[src/rtl/uart_pkg.sv]
// uart_pkg: shared FSM state type, default timing constants and parity helper
// for the FIFO-fed UART transmitter.
package uart_pkg;
    typedef enum logic [2:0] {IDLE, START, DATA, PARITY, STOP} tx_state_e;
    localparam int CLKS_PER_BIT_DEF = 868;
    localparam int DATA_BITS_DEF = 8;
    // Zero-extended upper bits do not disturb the XOR, so narrow words can share this.
    function automatic logic parity_f(input logic [7:0] data, input logic odd);
        return (^data) ^ odd;
    endfunction
endpackage

[src/rtl/fifo_uart_tx_if.sv]
// fifo_uart_tx_if: FIFO read side plus serial line and status of the transmitter.
interface fifo_uart_tx_if
    import uart_pkg::*;
#(
    parameter int DATA_BITS = DATA_BITS_DEF
);
    logic                 fifo_empty;
    logic [DATA_BITS-1:0] fifo_rd_data;
    logic                 fifo_rd_en;
    logic                 tx;
    logic                 busy;
    logic                 tx_done_tick;
    modport master (
        input  fifo_empty, fifo_rd_data,
        output fifo_rd_en, tx, busy, tx_done_tick
    );
    modport slave (
        output fifo_empty, fifo_rd_data,
        input  fifo_rd_en, tx, busy, tx_done_tick
    );
endinterface

[src/rtl/fifo_uart_tx.sv]
// fifo_uart_tx: pops a first-word-fall-through FIFO when idle and sends each word
// as start, LSB-first data, optional parity and stop bits on a registered line.
module fifo_uart_tx
    import uart_pkg::*;
#(
    parameter int DATA_BITS    = DATA_BITS_DEF,
    parameter int CLKS_PER_BIT = CLKS_PER_BIT_DEF,
    parameter int STOP_BITS    = 1,
    parameter int PARITY_EN    = 0,
    parameter int PARITY_ODD   = 0
) (
    input  logic           clk,
    input  logic           arst_n,
    fifo_uart_tx_if.master bus
);
    localparam int BW = $clog2(STOP_BITS * CLKS_PER_BIT);
    localparam int CW = (DATA_BITS > 1) ? $clog2(DATA_BITS) : 1;
    localparam logic [BW-1:0] BIT_END  = BW'(CLKS_PER_BIT - 1);
    localparam logic [BW-1:0] STOP_END = BW'(STOP_BITS * CLKS_PER_BIT - 1);
    localparam logic [CW-1:0] LAST_BIT = CW'(DATA_BITS - 1);
    if (CLKS_PER_BIT < 2) begin : g_chk_cpb
        $error("fifo_uart_tx: CLKS_PER_BIT must be >= 2");
    end
    if (DATA_BITS < 5 || DATA_BITS > 8) begin : g_chk_db
        $error("fifo_uart_tx: DATA_BITS must be 5..8");
    end
    if (STOP_BITS < 1 || STOP_BITS > 2) begin : g_chk_sb
        $error("fifo_uart_tx: STOP_BITS must be 1 or 2");
    end
    tx_state_e            state_q, state_d;
    logic [BW-1:0]        baud_q, baud_d;
    logic [CW-1:0]        bit_q, bit_d;
    logic [DATA_BITS-1:0] shift_q, shift_d;
    logic                 par_q, par_d;
    logic                 tx_q, tx_d;
    logic                 busy_q;
    logic                 rd_en;
    logic                 bit_end;
    assign bit_end = baud_q == BIT_END;
    always_comb begin
        state_d = state_q;
        baud_d  = baud_q + 1'b1;
        bit_d   = bit_q;
        shift_d = shift_q;
        par_d   = par_q;
        rd_en   = 1'b0;
        case (state_q)
            IDLE: begin
                baud_d = '0;
                if (!bus.fifo_empty) begin
                    rd_en   = 1'b1;
                    shift_d = bus.fifo_rd_data;
                    par_d   = parity_f(8'(bus.fifo_rd_data), PARITY_ODD != 0);
                    bit_d   = '0;
                    state_d = START;
                end
            end
            START: if (bit_end) begin
                baud_d  = '0;
                state_d = DATA;
            end
            DATA: if (bit_end) begin
                baud_d  = '0;
                shift_d = shift_q >> 1;
                bit_d   = (bit_q == LAST_BIT) ? '0 : bit_q + 1'b1;
                state_d = (bit_q != LAST_BIT) ? DATA : (PARITY_EN != 0) ? PARITY : STOP;
            end
            PARITY: if (bit_end) begin
                baud_d  = '0;
                state_d = STOP;
            end
            STOP: if (baud_q == STOP_END) begin
                baud_d  = '0;
                state_d = IDLE;
            end
            default: state_d = IDLE;
        endcase
    end
    // Line level follows the state being entered so tx changes on the same edge as state.
    assign tx_d = (state_d == START)  ? 1'b0 :
                  (state_d == DATA)   ? shift_d[0] :
                  (state_d == PARITY) ? par_d : 1'b1;
    always_ff @(posedge clk or negedge arst_n) begin
        if (!arst_n) begin
            state_q <= IDLE;
            baud_q  <= '0;
            bit_q   <= '0;
            shift_q <= '0;
            par_q   <= 1'b0;
            tx_q    <= 1'b1;
            busy_q  <= 1'b0;
        end else begin
            state_q <= state_d;
            baud_q  <= baud_d;
            bit_q   <= bit_d;
            shift_q <= shift_d;
            par_q   <= par_d;
            tx_q    <= tx_d;
            busy_q  <= state_d != IDLE;
        end
    end
    assign bus.fifo_rd_en   = rd_en;
    assign bus.tx           = tx_q;
    assign bus.busy         = busy_q;
    assign bus.tx_done_tick = (state_q == STOP) && (baud_q == STOP_END);
endmodule

[src/flat_wrapper.sv]
// flat-port wrapper written by rule: the top's interface ports become plain ports
module fifo_uart_tx_flat import uart_pkg::*;
#(
    parameter int DATA_BITS    = DATA_BITS_DEF,
    parameter int CLKS_PER_BIT = CLKS_PER_BIT_DEF,
    parameter int STOP_BITS    = 1,
    parameter int PARITY_EN    = 0,
    parameter int PARITY_ODD   = 0
)
  (clk, arst_n, bus_fifo_empty, bus_fifo_rd_data, bus_fifo_rd_en, bus_tx, bus_busy, bus_tx_done_tick);
  fifo_uart_tx_if #(.DATA_BITS(DATA_BITS)) bus_i ();
  input  logic clk;
  input  logic arst_n;
  input wire logic [$bits(bus_i.fifo_empty)-1:0] bus_fifo_empty;
  input wire logic [$bits(bus_i.fifo_rd_data)-1:0] bus_fifo_rd_data;
  output wire logic [$bits(bus_i.fifo_rd_en)-1:0] bus_fifo_rd_en;
  output wire logic [$bits(bus_i.tx)-1:0] bus_tx;
  output wire logic [$bits(bus_i.busy)-1:0] bus_busy;
  output wire logic [$bits(bus_i.tx_done_tick)-1:0] bus_tx_done_tick;
  assign bus_i.fifo_empty = bus_fifo_empty;
  assign bus_i.fifo_rd_data = bus_fifo_rd_data;
  assign bus_fifo_rd_en = bus_i.fifo_rd_en;
  assign bus_tx = bus_i.tx;
  assign bus_busy = bus_i.busy;
  assign bus_tx_done_tick = bus_i.tx_done_tick;
  fifo_uart_tx #(.DATA_BITS(DATA_BITS), .CLKS_PER_BIT(CLKS_PER_BIT), .STOP_BITS(STOP_BITS), .PARITY_EN(PARITY_EN), .PARITY_ODD(PARITY_ODD)) u_core (.clk(clk), .arst_n(arst_n), .bus(bus_i));
endmodule
[config.mk]
export PLATFORM = sky130hd
export DESIGN_NAME = fifo_uart_tx_flat
export DESIGN_NICKNAME = d
export VERILOG_FILES = /design/src/rtl/uart_pkg.sv /design/src/rtl/fifo_uart_tx_if.sv /design/src/rtl/fifo_uart_tx.sv /design/src/flat_wrapper.sv
export SDC_FILE = /design/constraint.sdc
export NUM_CORES = 1
export LEC_CHECK = 0
export CORE_MARGIN = 2
export CORE_UTILIZATION = 54
export CTS_CLUSTER_SIZE = 28
export DETAILED_ROUTE_END_ITERATION = 10
export GPL_ROUTABILITY_DRIVEN = 0
export GPL_TIMING_DRIVEN = 0
export HOLD_SLACK_MARGIN = 0.06
export MAX_ROUTING_LAYER = met4
export PLACE_DENSITY = 0.82
export SYNTH_ARGS = -nofsm -noshare
export SYNTH_HDL_FRONTEND = slang
export SYNTH_SLANG_ARGS = --single-unit
[constraint.sdc]
create_clock -name clk -period 2.2 [get_ports clk]
set_input_delay 0.22 -clock clk [delete_from_list [all_inputs] [get_ports clk]]
set_output_delay 0.22 -clock clk [all_outputs]
set_load 0.005 [all_outputs]
Word-level counts from Yosys, hierarchy flattened --
Index checks and enable logic that the tools add are counted.
Cells by class: multipliers 0, divide/modulo/power cells 0, eq/ne operators 12, bitwise operators 0, $add $sub $neg 2, order comparisons 0, reductions and logical operators 7, mux-type cells 23, shift-type cells 0
Operators with widths (count):
- 3-bit two-way mux | 9
- 10-bit one-hot mux with 2 select lines | 1
- 8-bit two-way mux | 2
- 8-bit one-hot mux with 2 select lines | 1
- 3-bit one-hot mux with 5 select lines | 1
- 3-bit by 2-bit == test with 1-bit output (second input constant) | 4
- 10-bit by 1-bit adder with 10-bit output (second input constant) | 1
- 10-bit == test (second input constant) | 1
- 10-bit two-way mux | 1
- 8-bit parity | 1
- 1-bit two-way mux | 7
- 3-bit by 1-bit == test with 1-bit output (second input constant) | 2
- 3-bit == test (second input constant) | 2
- 3-bit one-hot mux with 2 select lines | 1
- 4-bit OR reduction | 1
- 3-bit by 1-bit adder with 3-bit output (second input constant) | 1
- 3-bit zero test | 1
- 3-bit inequality test (second input constant) | 1
- 3-bit AND reduction | 1
- 3-bit nonzero test | 1
- 2-bit by 1-bit inequality test with 1-bit output (second input constant) | 1
- 2-bit inequality test (second input constant) | 1
- 2-bit nonzero test | 1
- 1-bit logical AND | 1
Storage, ports and cells: memory bits (read-only) 0, input port bits 11, RAM bits 0, output and inout bits 4, latch bits 0, memories kept 0, word-level logic and storage cells 52, register bits after elaboration 27

Longest topological paths before layout --
Gate-level depths: netlist of run 1.
word-level depth 8, depth in mapped cells 7, gate-level depth less buffers 7

Least setup slack after synthesis of run 1 --
OpenSTA, ideal clock, no wires.
path type register -> register, from register u_core.baud_q[0], to register u_core.baud_q[9], data required time 2.079 ns, buffers on the path 0, path slack 0.358 ns, arrival time 1.721 ns, period minus slack after synthesis 1.842 ns, cell stages (with the launch flop) 7, setup time 0.121 ns, cell sequence dfrtp_1 > ha_1 > nand4b_2 > nor3_2 > maj3_1 > o22ai_1 > a22o_1
On the way: longest elaborated chain between the ends 3, elaborated cells on any way between the ends 4, classes of those cells add/sub: 1; eq/ne: 1; mux: 2
RTL lines:
- from (decl) | RTL line fifo_uart_tx.sv:31 | logic [BW-1:0] baud_q, baud_d;
- from (signal assigned) | RTL line fifo_uart_tx.sv:94 | baud_q <= baud_d;
- 10-bit by 1-bit adder with 10-bit output or 10-bit == test (tied branches) | RTL line fifo_uart_tx.sv:42, fifo_uart_tx.sv:39, fifo_uart_tx.sv:72
- 10-bit two-way mux
- 10-bit one-hot mux with 2 select lines * | RTL line fifo_uart_tx.sv:47 | case (state_q)
- via u_core.baud_d[9] | RTL line fifo_uart_tx.sv:31
Mark *: on every way through the listed nets, which the timed path passes. The rest lies on a longest branch. A chain may end at the register's enable or synchronous reset.

Final worst setup path of run 1 --
from register u_core.state_q[1], to output bus_fifo_rd_en
On the way: longest elaborated chain between the ends 2
RTL lines:
- from (decl) | RTL line fifo_uart_tx.sv:30 | tx_state_e state_q, state_d;
- from (signal assigned) | RTL line fifo_uart_tx.sv:93 | state_q <= state_d;
- 3-bit zero test | RTL line fifo_uart_tx.sv:47
- 1-bit two-way mux | RTL line fifo_uart_tx.sv:47
- to (decl) | RTL line flat_wrapper.sv:16 | output wire logic [$bits(bus_i.fifo_rd_en)-1:0] bus_fifo_rd_en;
No other way between the ends.

==> impl_metrics.env, run 1 <==
export IMPL_grt_total_usage=0.216
export IMPL_ys_types=35
export IMPL_clk_pin_slew_ns=0.14
export IMPL_dpl_cell_count=174
export IMPL_crit_family="buffers and inverters"
export IMPL_maxCapViolations=0
export IMPL_cts_made_buffers=3
export IMPL_status="completed"
export IMPL_rows=18
export IMPL_worst_pin_slew_ns=0.690
export IMPL_path_cells="nor4_4 -> buf_6 -> clkdlybuf4s50_1"
export IMPL_crit_path_top_delay_cell="dfrtp_1"
export IMPL_crit_arrival_ns=1.85
export IMPL_fin_crit_sh=0.943
export IMPL_initial_core_util=0.556
export IMPL_syn_area_sq_mm=0.00135
export IMPL_routed_wl_um=2770
export IMPL_postPlaceCellArea_sq_mm=0.00153
export IMPL_cp_max_fo=10
export IMPL_syn_nets=144
export IMPL_drc=0
export IMPL_die_w_um=54.0
export IMPL_skew_ns=0.00320
export IMPL_worst_setup_path_start_kind="flop"
export IMPL_postCtsHoldBufs=0
export IMPL_wl_per_cell_um=14.8
export IMPL_power_total_mw=0.795
export IMPL_grt_pass1_vias=1019
export IMPL_drt_vias_per_instance=5.63
export IMPL_slew_headroom=0.539
export IMPL_synth_top_area_cell="dfrtp_1"
export IMPL_pin_count=15
export IMPL_fmax_mhz=482
export IMPL_cp_buffers_inverters=2
export IMPL_hold_class="primary input to asynchronous set/reset pin"
export IMPL_clk_path_buf_depth=2
export IMPL_overflow=0
export IMPL_synth_seq_cells=27
export IMPL_clock_root_buffer="clkbuf_4"
export IMPL_vias=1052
export IMPL_nets=172
export IMPL_stdcell_area_sq_mm=0.00168
export IMPL_synth_edf_count=0
export IMPL_antenna_found_initial=0
export IMPL_slew_viol_final=0
export IMPL_crit_required_ns=1.98
export IMPL_synth_area_leaders="dfrtp_1, xnor2_1, nand2_1"
export IMPL_rsz0062_at_grt="no"
export IMPL_drtAntennaViolNets=0
export IMPL_hold_viol=0
export IMPL_fin_hold_ws_ns=0.293
export IMPL_dr_first_iter_drc_count=25
export IMPL_power_density_mw_per_mm2=474
export IMPL_fp_dieArea_sq_mm=0.00292
export IMPL_synth_seq_area_share=0.500
export IMPL_fin_setup_tns_ns=0
export IMPL_worstSetupPathType="flop to primary output"
export IMPL_netlist_instances=130
export IMPL_dr_pass1_iters=4
export IMPL_critPathCaptureType="primary output"
export IMPL_p_leak_nw=0.755
export IMPL_ys_async_sr_fraction=1.00
export IMPL_core_sq_mm=0.00243
export IMPL_dp_hpwl_um=1900
export IMPL_period_needed_ns=2.07
export IMPL_dp_slack_ns=-0.195
export IMPL_insertion_delay_ns=0.32
export IMPL_io_buffer_count=14
export IMPL_yosys_warnings=0
export IMPL_cts_tree="yes"
export IMPL_setup_viol=0
export IMPL_dieHeight_um=54.0
export IMPL_final_cell_count_no_fill=187
export IMPL_layout_drive_gt1_share=0.146
export IMPL_syn_to_final_growth_pct=24.1
export IMPL_h_tree_depth=1
export IMPL_fin_ws_ns=0.126
export IMPL_syn_area_per_cell_sq_um=10.4
export IMPL_grt_pass1_wl_um=4370
export IMPL_post_route_util=0.690
export IMPL_antenna_cells=0
export IMPL_cpPeakStageDelay_ns=0.50
export IMPL_grt_max_degree=28
export IMPL_peakVddDrop_v=0.000325
export IMPL_synth_top_area_frac=0.481
export IMPL_cts_sinks=27
export IMPL_synth_main_ff_cell="dfrtp_1"
sequential cells by signal, indices dropped and copies added, names as in the netlist:
name             cells
u_core.bus.busy      1
u_core.baud_q       10
u_core.par_q         1
u_core.bus.tx        1
u_core.state_q       3
u_core.bit_q         3
u_core.shift_q       8
worst register-to-register path, stage by stage (launching register included):
cell      delay [ns]
dfrtp_1         0.42
ha_4            0.18
nand4b_4        0.12
buf_4           0.17
or4_4           0.50
a32o_2          0.30
nor2b_1         0.13
o21ai_1         0.13
what timing repair did:
item	CTS	global route
pin swaps	2	2
endpoints found under the hold margin	0	0
setup buffers	3	5
endpoints found under the setup margin	2	2
gates resized for setup	6	5
kinds of logic after synthesis:
kind of cell | synth area share
AO/OA/AOI/OAI | 0.101
AND/OR/NAND/NOR | 0.247
adder cells (fa/ha/maj) | 0.0352
XOR/XNOR | 0.0907
multiplexers | 0.0148
flip-flops | 0.500
buffers and inverters | 0.0111
synth_stat cells (2+ instances only):
master    number
a21oi_1        2
nand3_1        5
clkbuf_1       3
nand2_1       21
and3_1         3
a22o_1         2
mux2i_1        2
o21ai_0        4
nor2_1        13
a22oi_1        6
nand3b_1       3
nor2b_1        2
o22ai_1        2
xnor2_1       10
nor3b_1        2
dfrtp_1       26
ha_1           3
xor2_1         4
cell type report:
class / instances / area (sq um)
fillers: 189 / 754
multi-input cells: 99 / 697
flip-flops and latches: 27 / 677
repair buffers: 23 / 218
well taps: 30 / 37.5
clock buffers: 4 / 26.3
plain buffers: 3 / 18.8
inverters: 1 / 3.75
worst paths after layout:
| kind | startpoint | to | slack (ns) | cells past startpoint |
|---|---|---|---|---|
| max | u_core.state_q[1]$_DFF_PN0_ | bus_fifo_rd_en | 0.13 | 3 |
| min | arst_n | u_core.baud_q[5]$_DFF_PN0_ | 0.29 | 1 |
| max reg2reg | u_core.baud_q[1]$_DFF_PN0_ | u_core.bus.tx$_DFF_PN1_ | 0.18 | 7 |
| min reg2reg | u_core.shift_q[4]$_DFFE_PN0P_ | u_core.shift_q[4]$_DFFE_PN0P_ | 0.49 | 2 |
| max in group asynchronous | arst_n | u_core.shift_q[5]$_DFFE_PN0P_ | 1.38 | 2 |
| min in group clk | u_core.shift_q[4]$_DFFE_PN0P_ | u_core.shift_q[4]$_DFFE_PN0P_ | 0.49 | 2 |
layer usage:
| metal | GRT usage | vias to the layer above | routed length, um | share of wire |
|---|---|---|---|---|
| met1 | 0.243 | 508 | 1180 | 0.43 |
| met3 | 0.0417 | 7 | 116 | 0.042 |
| met5 | - | - | 0 | 0 |
| met4 | 0.108 | 0 | 63 | 0.023 |
| met2 | 0.364 | 22 | 1400 | 0.51 |
| li1 | - | 515 | - | - |
cells in the final DEF, fill, tap and decap left out, drive strengths merged, types with 3 or more instances in the layout:
master	instances
dfrtp	26
nand2	21
nor2	13
clkdlybuf4s50	13
xnor2	10
buf	10
a22oi	6
clkbuf	6
nand3	5
o21ai	5
xor2	4
nand3b	3
and3	3
nor3b	3
ha	3
where the power goes:
part / switching [mW] / internal [mW]
registers: 0.00497 / 0.507
logic: 0.0314 / 0.0379
clock network: 0.143 / 0.0711
total: 0.179 / 0.616
No activity file was read; power rests on OpenSTA's default activity.
==> inputs of run 2 (changes only) <==
Settings changed: CTS_BUF_LIST set to sky130_fd_sc_hd__clkbuf_16.
==> run 2 against run 1 <==
Flip-flop and latch count unchanged; sequential share of layout area about the same; non-clock buffer count down 5; global-route usage up 0.72 points; utilization down 0.051 points; power up 24%; clock skew down 0.0010 ns; critical path type unchanged; combinational power down 4.3%; die area unchanged.
==> impl_metrics.env, run 2 (same netlist as run 1, synthesis figures left out) <==
export IMPL_antenna_found_initial=0
export IMPL_worst_pin_slew_ns=1.16
export IMPL_postCtsHoldBufs=0
export IMPL_hold_viol=0
export IMPL_cts_sinks=27
export IMPL_post_route_util=0.689
export IMPL_crit_arrival_ns=1.91
export IMPL_grt_pass1_wl_um=4500
export IMPL_grt_total_usage=0.223
export IMPL_pwr_share_seq=0.521
export IMPL_dr_first_iter_drc_count=31
export IMPL_grt_pass1_vias=1021
export IMPL_cpPeakStageDelay_ns=0.50
export IMPL_vias=1041
export IMPL_top_regs="u_core.baud_q x10, u_core.shift_q x8"
export IMPL_slew_viol_final=0
export IMPL_nFillCells=195
export IMPL_path_cells="ha_4 -> nand4b_4 -> nor3_4 -> and3_1 -> clkdlybuf4s50_1"
export IMPL_p_sw_frac=0.200
export IMPL_fmax_mhz=470
export IMPL_hold_class="flop to flop"
export IMPL_initial_core_util=0.556
export IMPL_nets=167
export IMPL_clock_root_buffer="clkbuf_16"
export IMPL_dp_hpwl_um=1900
export IMPL_power_density_mw_per_mm2=586
export IMPL_clkPwrFrac=0.411
export IMPL_syn_to_final_growth_pct=24.0
export IMPL_intPower_mw=0.785
export IMPL_met2_usage=0.380
export IMPL_dr_pass1_iters=4
export IMPL_crit_path_top_delay_cell="clkdlybuf4s50_1"
export IMPL_regToRegEndpoint="u_core.baud_q[9]$_DFF_PN0_"
export IMPL_crit_family="simple AND/OR/NAND/NOR gates"
export IMPL_rr_worst_depth=8
export IMPL_status="completed"
export IMPL_drt_vias_per_instance=5.72
export IMPL_top_usage_layer="met2"
export IMPL_routed_wl_um=2780
export IMPL_fin_hold_ws_ns=0.474
export IMPL_cp_buffers_inverters=1
export IMPL_final_cell_count_no_fill=182
export IMPL_rows=18
export IMPL_grtUsageMet3=0.0333
export IMPL_r2r_slack_ns=0.14
export IMPL_seq_area_sq_um=677
export IMPL_pin_count=15
export IMPL_skew_ns=0.00220
export IMPL_maxCapViolations=0
export IMPL_crit_cells=5
export IMPL_dpl_cell_count=174
export IMPL_insertion_delay_ns=0.26
export IMPL_largest_register="u_core.baud_q"
export IMPL_cp_max_fo=4
export IMPL_die_w_um=54.0
export IMPL_power_total_mw=0.982
export IMPL_antenna_cells=0
export IMPL_worstSetupPathType="flop to primary output"
export IMPL_multiInputGateArea_sq_um=697
export IMPL_layout_drive_gt1_share=0.118
export IMPL_drc=0
export IMPL_layout_commonest_cell="dfrtp_1"
export IMPL_clk_path_buf_depth=2
export IMPL_fin_setup_tns_ns=0
export IMPL_fin_crit_sh=0.967
export IMPL_pwr_share_comb=0.067
export IMPL_slew_headroom=0.221
export IMPL_cts_tree="yes"
export IMPL_crit_required_ns=1.98
export IMPL_stdcell_area_sq_mm=0.00168
export IMPL_core_sq_mm=0.00243
export IMPL_cts_made_buffers=3
export IMPL_critPathCaptureType="primary output"
export IMPL_clk_pin_slew_ns=0.06
export IMPL_h_tree_depth=1
export IMPL_crit_end="bus_tx_done_tick"
export IMPL_postPlaceCellArea_sq_mm=0.00153
export IMPL_drtAntennaViolNets=0
export IMPL_worstSetupStartpoint="u_core.baud_q[0]$_DFF_PN0_"
export IMPL_power_switching_mw=0.197
export IMPL_dp_slack_ns=-0.195
export IMPL_io_buffer_count=14
export IMPL_fin_ws_ns=0.0723
export IMPL_wl_per_cell_um=15.3
export IMPL_setup_viol=0
export IMPL_p_leak_nw=0.735
export IMPL_fp_dieArea_sq_mm=0.00292
export IMPL_dieHeight_um=54.0
export IMPL_r2r_start="u_core.baud_q[0]$_DFF_PN0_"
export IMPL_use_met1=0.262
export IMPL_overflow=0
export IMPL_grt_max_degree=28
export IMPL_layout_common_cells="dfrtp_1, nand2_1, clkdlybuf4s50_1, nor2_1, xnor2_1"
export IMPL_period_needed_ns=2.13
export IMPL_largest_register_ffs=10
export IMPL_worst_setup_path_start_kind="flop"
export IMPL_peakVddDrop_v=0.000365
-- run 2: layout make-up --
class	count	area share
Clock inverter	1	0.00224
Sequential cell	27	0.404
Buffer	3	0.00746
Multi-Input combinational cell	99	0.416
Inverter	1	0.00224
Tap cell	30	0.0224
Clock buffer	3	0.0448
Timing Repair Buffer	18	0.101
-- run 2: power by group through the flow --
stage	combinational [mW]	sequential [mW]	clock, mW
after global routing	0.0741	0.512	0.435
final	0.0663	0.512	0.404
after floorplan	0.0310	0.519	0
after detailed placement	0.0669	0.521	0
after CTS	0.0676	0.512	0.408
after global placement	0.0641	0.520	0
-- run 2: worst min-delay path by stage --
stage                             startpoint                             to  slack, ns  depth (start not counted)
5_1_grt        u_core.shift_q[5]$_DFFE_PN0P_  u_core.shift_q[5]$_DFFE_PN0P_       0.50                          2
2_1_floorplan                         arst_n     u_core.baud_q[0]$_DFF_PN0_      -0.08                          0
4_1_cts        u_core.shift_q[5]$_DFFE_PN0P_  u_core.shift_q[5]$_DFFE_PN0P_       0.48                          2
3_3_place_gp   u_core.shift_q[5]$_DFFE_PN0P_  u_core.shift_q[5]$_DFFE_PN0P_       0.45                          2
6_report       u_core.shift_q[4]$_DFFE_PN0P_  u_core.shift_q[4]$_DFFE_PN0P_       0.47                          2
3_5_place_dp   u_core.shift_q[5]$_DFFE_PN0P_  u_core.shift_q[5]$_DFFE_PN0P_       0.46                          2
-- run 2: timing repair --
action / CTS / global route
buffers inserted: 2 / 2
endpoints found under the setup margin: 2 / 2
pin swaps: 2 / 1
gates resized for setup: 5 / 2
-- run 2: per-layer routing --
layer,wire length (um),share of wire
met4,61,0.022
met2,1440,0.52
met1,1190,0.43
met5,0,0
met3,91,0.033
-- run 2: worst reg2reg max path, delay by kind of cell (launching register included) --
family	cells	cell delay, ns
adder cells (fa/ha/maj)	2	0.57
flip-flops	1	0.44
AO/OA/AOI/OAI	2	0.34
AND/OR/NAND/NOR	2	0.34
buffers and inverters	2	0.25
==> inputs of run 3 (changes only) <==
Settings changed: CORE_MARGIN 2 to unset.
Clock period 2.2 ns to 2.3 ns, I/O delays scaled along.
==> run 3 against run 2 <==
Clock-buffer cell count is the same; utilization grew 4.5 points; wire length grew 2.3%; first-iteration DRC count shrank 6.5%; critical path type unchanged; largest power group unchanged; die area shrank 7.3%; clock skew grew 0.0018 ns; largest cell class unchanged; cell count shrank 1.1%; combinational power shrank 4.8%; clock power shrank 2%.
==> impl_metrics.env, run 3 (same netlist as run 1, synthesis figures left out) <==
export IMPL_status="completed"
export IMPL_fin_setup_tns_ns=0
export IMPL_intPower_mw=0.752
export IMPL_pwr_share_seq=0.517
export IMPL_period_needed_ns=2.25
export IMPL_layout_drive_gt1_share=0.118
export IMPL_cts_tree="yes"
export IMPL_fp_dieArea_sq_mm=0.00271
export IMPL_dr_pass1_iters=4
export IMPL_nets=167
export IMPL_largest_register_ffs=10
export IMPL_layout_commonest_cell="dfrtp_1"
export IMPL_overflow=0
export IMPL_cts_made_buffers=3
export IMPL_critPathCaptureType="primary output"
export IMPL_clkPwrFrac=0.417
export IMPL_wl_per_cell_um=15.8
export IMPL_drt_vias_per_instance=5.94
export IMPL_top_regs="u_core.baud_q x10, u_core.shift_q x8"
export IMPL_grt_pass1_wl_um=4640
export IMPL_setup_viol=0
export IMPL_power_density_mw_per_mm2=567
export IMPL_cts_sinks=27
export IMPL_postCtsHoldBufs=0
export IMPL_dp_hpwl_um=1880
export IMPL_dp_slack_ns=-0.115
export IMPL_worstSetupPathType="flop to primary output"
export IMPL_grt_total_usage=0.248
export IMPL_p_sw_frac=0.207
export IMPL_clk_path_buf_depth=2
export IMPL_fin_ws_ns=0.0524
export IMPL_worst_pin_slew_ns=1.17
export IMPL_crit_required_ns=2.07
export IMPL_stdcell_area_sq_mm=0.00167
export IMPL_initial_core_util=0.594
export IMPL_hold_class="flop to flop"
export IMPL_routed_wl_um=2850
export IMPL_skew_ns=0.00400
export IMPL_worst_setup_path_start_kind="flop"
export IMPL_dpl_cell_count=172
export IMPL_post_route_util=0.734
export IMPL_core_sq_mm=0.00228
export IMPL_worstSetupStartpoint="u_core.state_q[2]$_DFF_PN0_"
export IMPL_drc=0
export IMPL_postPlaceCellArea_sq_mm=0.00153
export IMPL_layout_common_cells="dfrtp_1, nand2_1, clkdlybuf4s50_1, nor2_1, xnor2_1"
export IMPL_final_cell_count_no_fill=180
export IMPL_pin_count=15
export IMPL_antenna_found_initial=0
export IMPL_vias=1070
export IMPL_syn_to_final_growth_pct=23.5
export IMPL_rows=17
export IMPL_cp_max_fo=10
export IMPL_dieHeight_um=52.0
export IMPL_largest_register="u_core.baud_q"
export IMPL_io_buffer_count=14
export IMPL_maxCapViolations=0
export IMPL_p_leak_nw=0.735
export IMPL_drtAntennaViolNets=0
export IMPL_r2r_start="u_core.baud_q[0]$_DFF_PN0_"
export IMPL_slew_viol_final=0
export IMPL_clk_pin_slew_ns=0.07
export IMPL_grt_max_degree=28
export IMPL_insertion_delay_ns=0.26
export IMPL_die_w_um=52.0
export IMPL_grt_pass1_vias=1025
export IMPL_antenna_cells=0
export IMPL_h_tree_depth=1
export IMPL_slew_headroom=0.215
export IMPL_power_switching_mw=0.196
export IMPL_clock_root_buffer="clkbuf_16"
export IMPL_nFillCells=161
export IMPL_peakVddDrop_v=0.000422
export IMPL_fin_crit_sh=0.977
export IMPL_min_delay_start="u_core.shift_q[4]$_DFFE_PN0P_"
export IMPL_hold_viol=0
export IMPL_dr_first_iter_drc_count=29
export IMPL_fmax_mhz=445
export IMPL_crit_arrival_ns=2.02
export IMPL_pwr_share_comb=0.067
## run 3: cell counts in the layout (fill, tap and decap cells not counted)
Identical to the previous run, type by type.
## run 3: timing repair
item,CTS,global route
endpoints found under the setup margin,2,2
resized for setup,3,6
setup buffers,1,3
pin swaps,2,2
hold endpoints to repair,0,0
## run 3: final cells by class
class | count | area (sq um) | area share
well taps | 28 | 35.0 | 0.0210
plain buffers | 3 | 18.8 | 0.0112
clock inverters | 1 | 3.75 | 0.00225
clock buffers | 3 | 75.1 | 0.0449
inverters | 1 | 3.75 | 0.00225
repair buffers | 18 | 170 | 0.102
multi-input cells | 99 | 687 | 0.411
flip-flops and latches | 27 | 677 | 0.405
## run 3: path summary, 6_finish.rpt
check	to	slack, ns	cells past startpoint
max in group asynchronous	u_core.baud_q[3]$_DFF_PN0_	1.01	1
worst min-delay path	u_core.shift_q[4]$_DFFE_PN0P_	0.48	2
worst max register to register	u_core.baud_q[9]$_DFF_PN0_	0.16	8
worst min register to register	u_core.shift_q[4]$_DFFE_PN0P_	0.48	2
worst max-delay path	bus_fifo_rd_en	0.05	4
min in group asynchronous	u_core.bus.busy$_DFF_PN0_	0.59	1
## run 3: per-layer routing
layer / vias to the layer above / global-route usage / routed length, um
met5: - / - / 0
met4: 0 / 0.117 / 53
met3: 7 / 0.0351 / 138
met2: 34 / 0.417 / 1440
met1: 532 / 0.291 / 1220
li1: 497 / - / -
## run 3: metrics by stage
stage	power, mW	hold slack [ns]
floorplan	0.526	-0.0656
finish	0.947	0.476
global route	0.974	0.514
CTS	0.945	0.478
global placement	0.560	0.455
detailed placement	0.561	0.463
## run 3: power groups by stage
stage | Combinational, mW | Clock (mW) | Sequential (mW)
3_5_place_dp | 0.0625 | 0 | 0.498
5_1_grt | 0.0702 | 0.414 | 0.490
4_1_cts | 0.0637 | 0.392 | 0.489
6_report | 0.0631 | 0.395 | 0.489
2_1_floorplan | 0.0297 | 0 | 0.497
3_3_place_gp | 0.0618 | 0 | 0.498
## run 3: worst max-delay path, stage by stage, from the launching register on
cell and delay (ns):
dfrtp_1 0.36, clkbuf_1 0.22, nor4_4 0.47, buf_6 0.20, clkdlybuf4s50_1 0.50
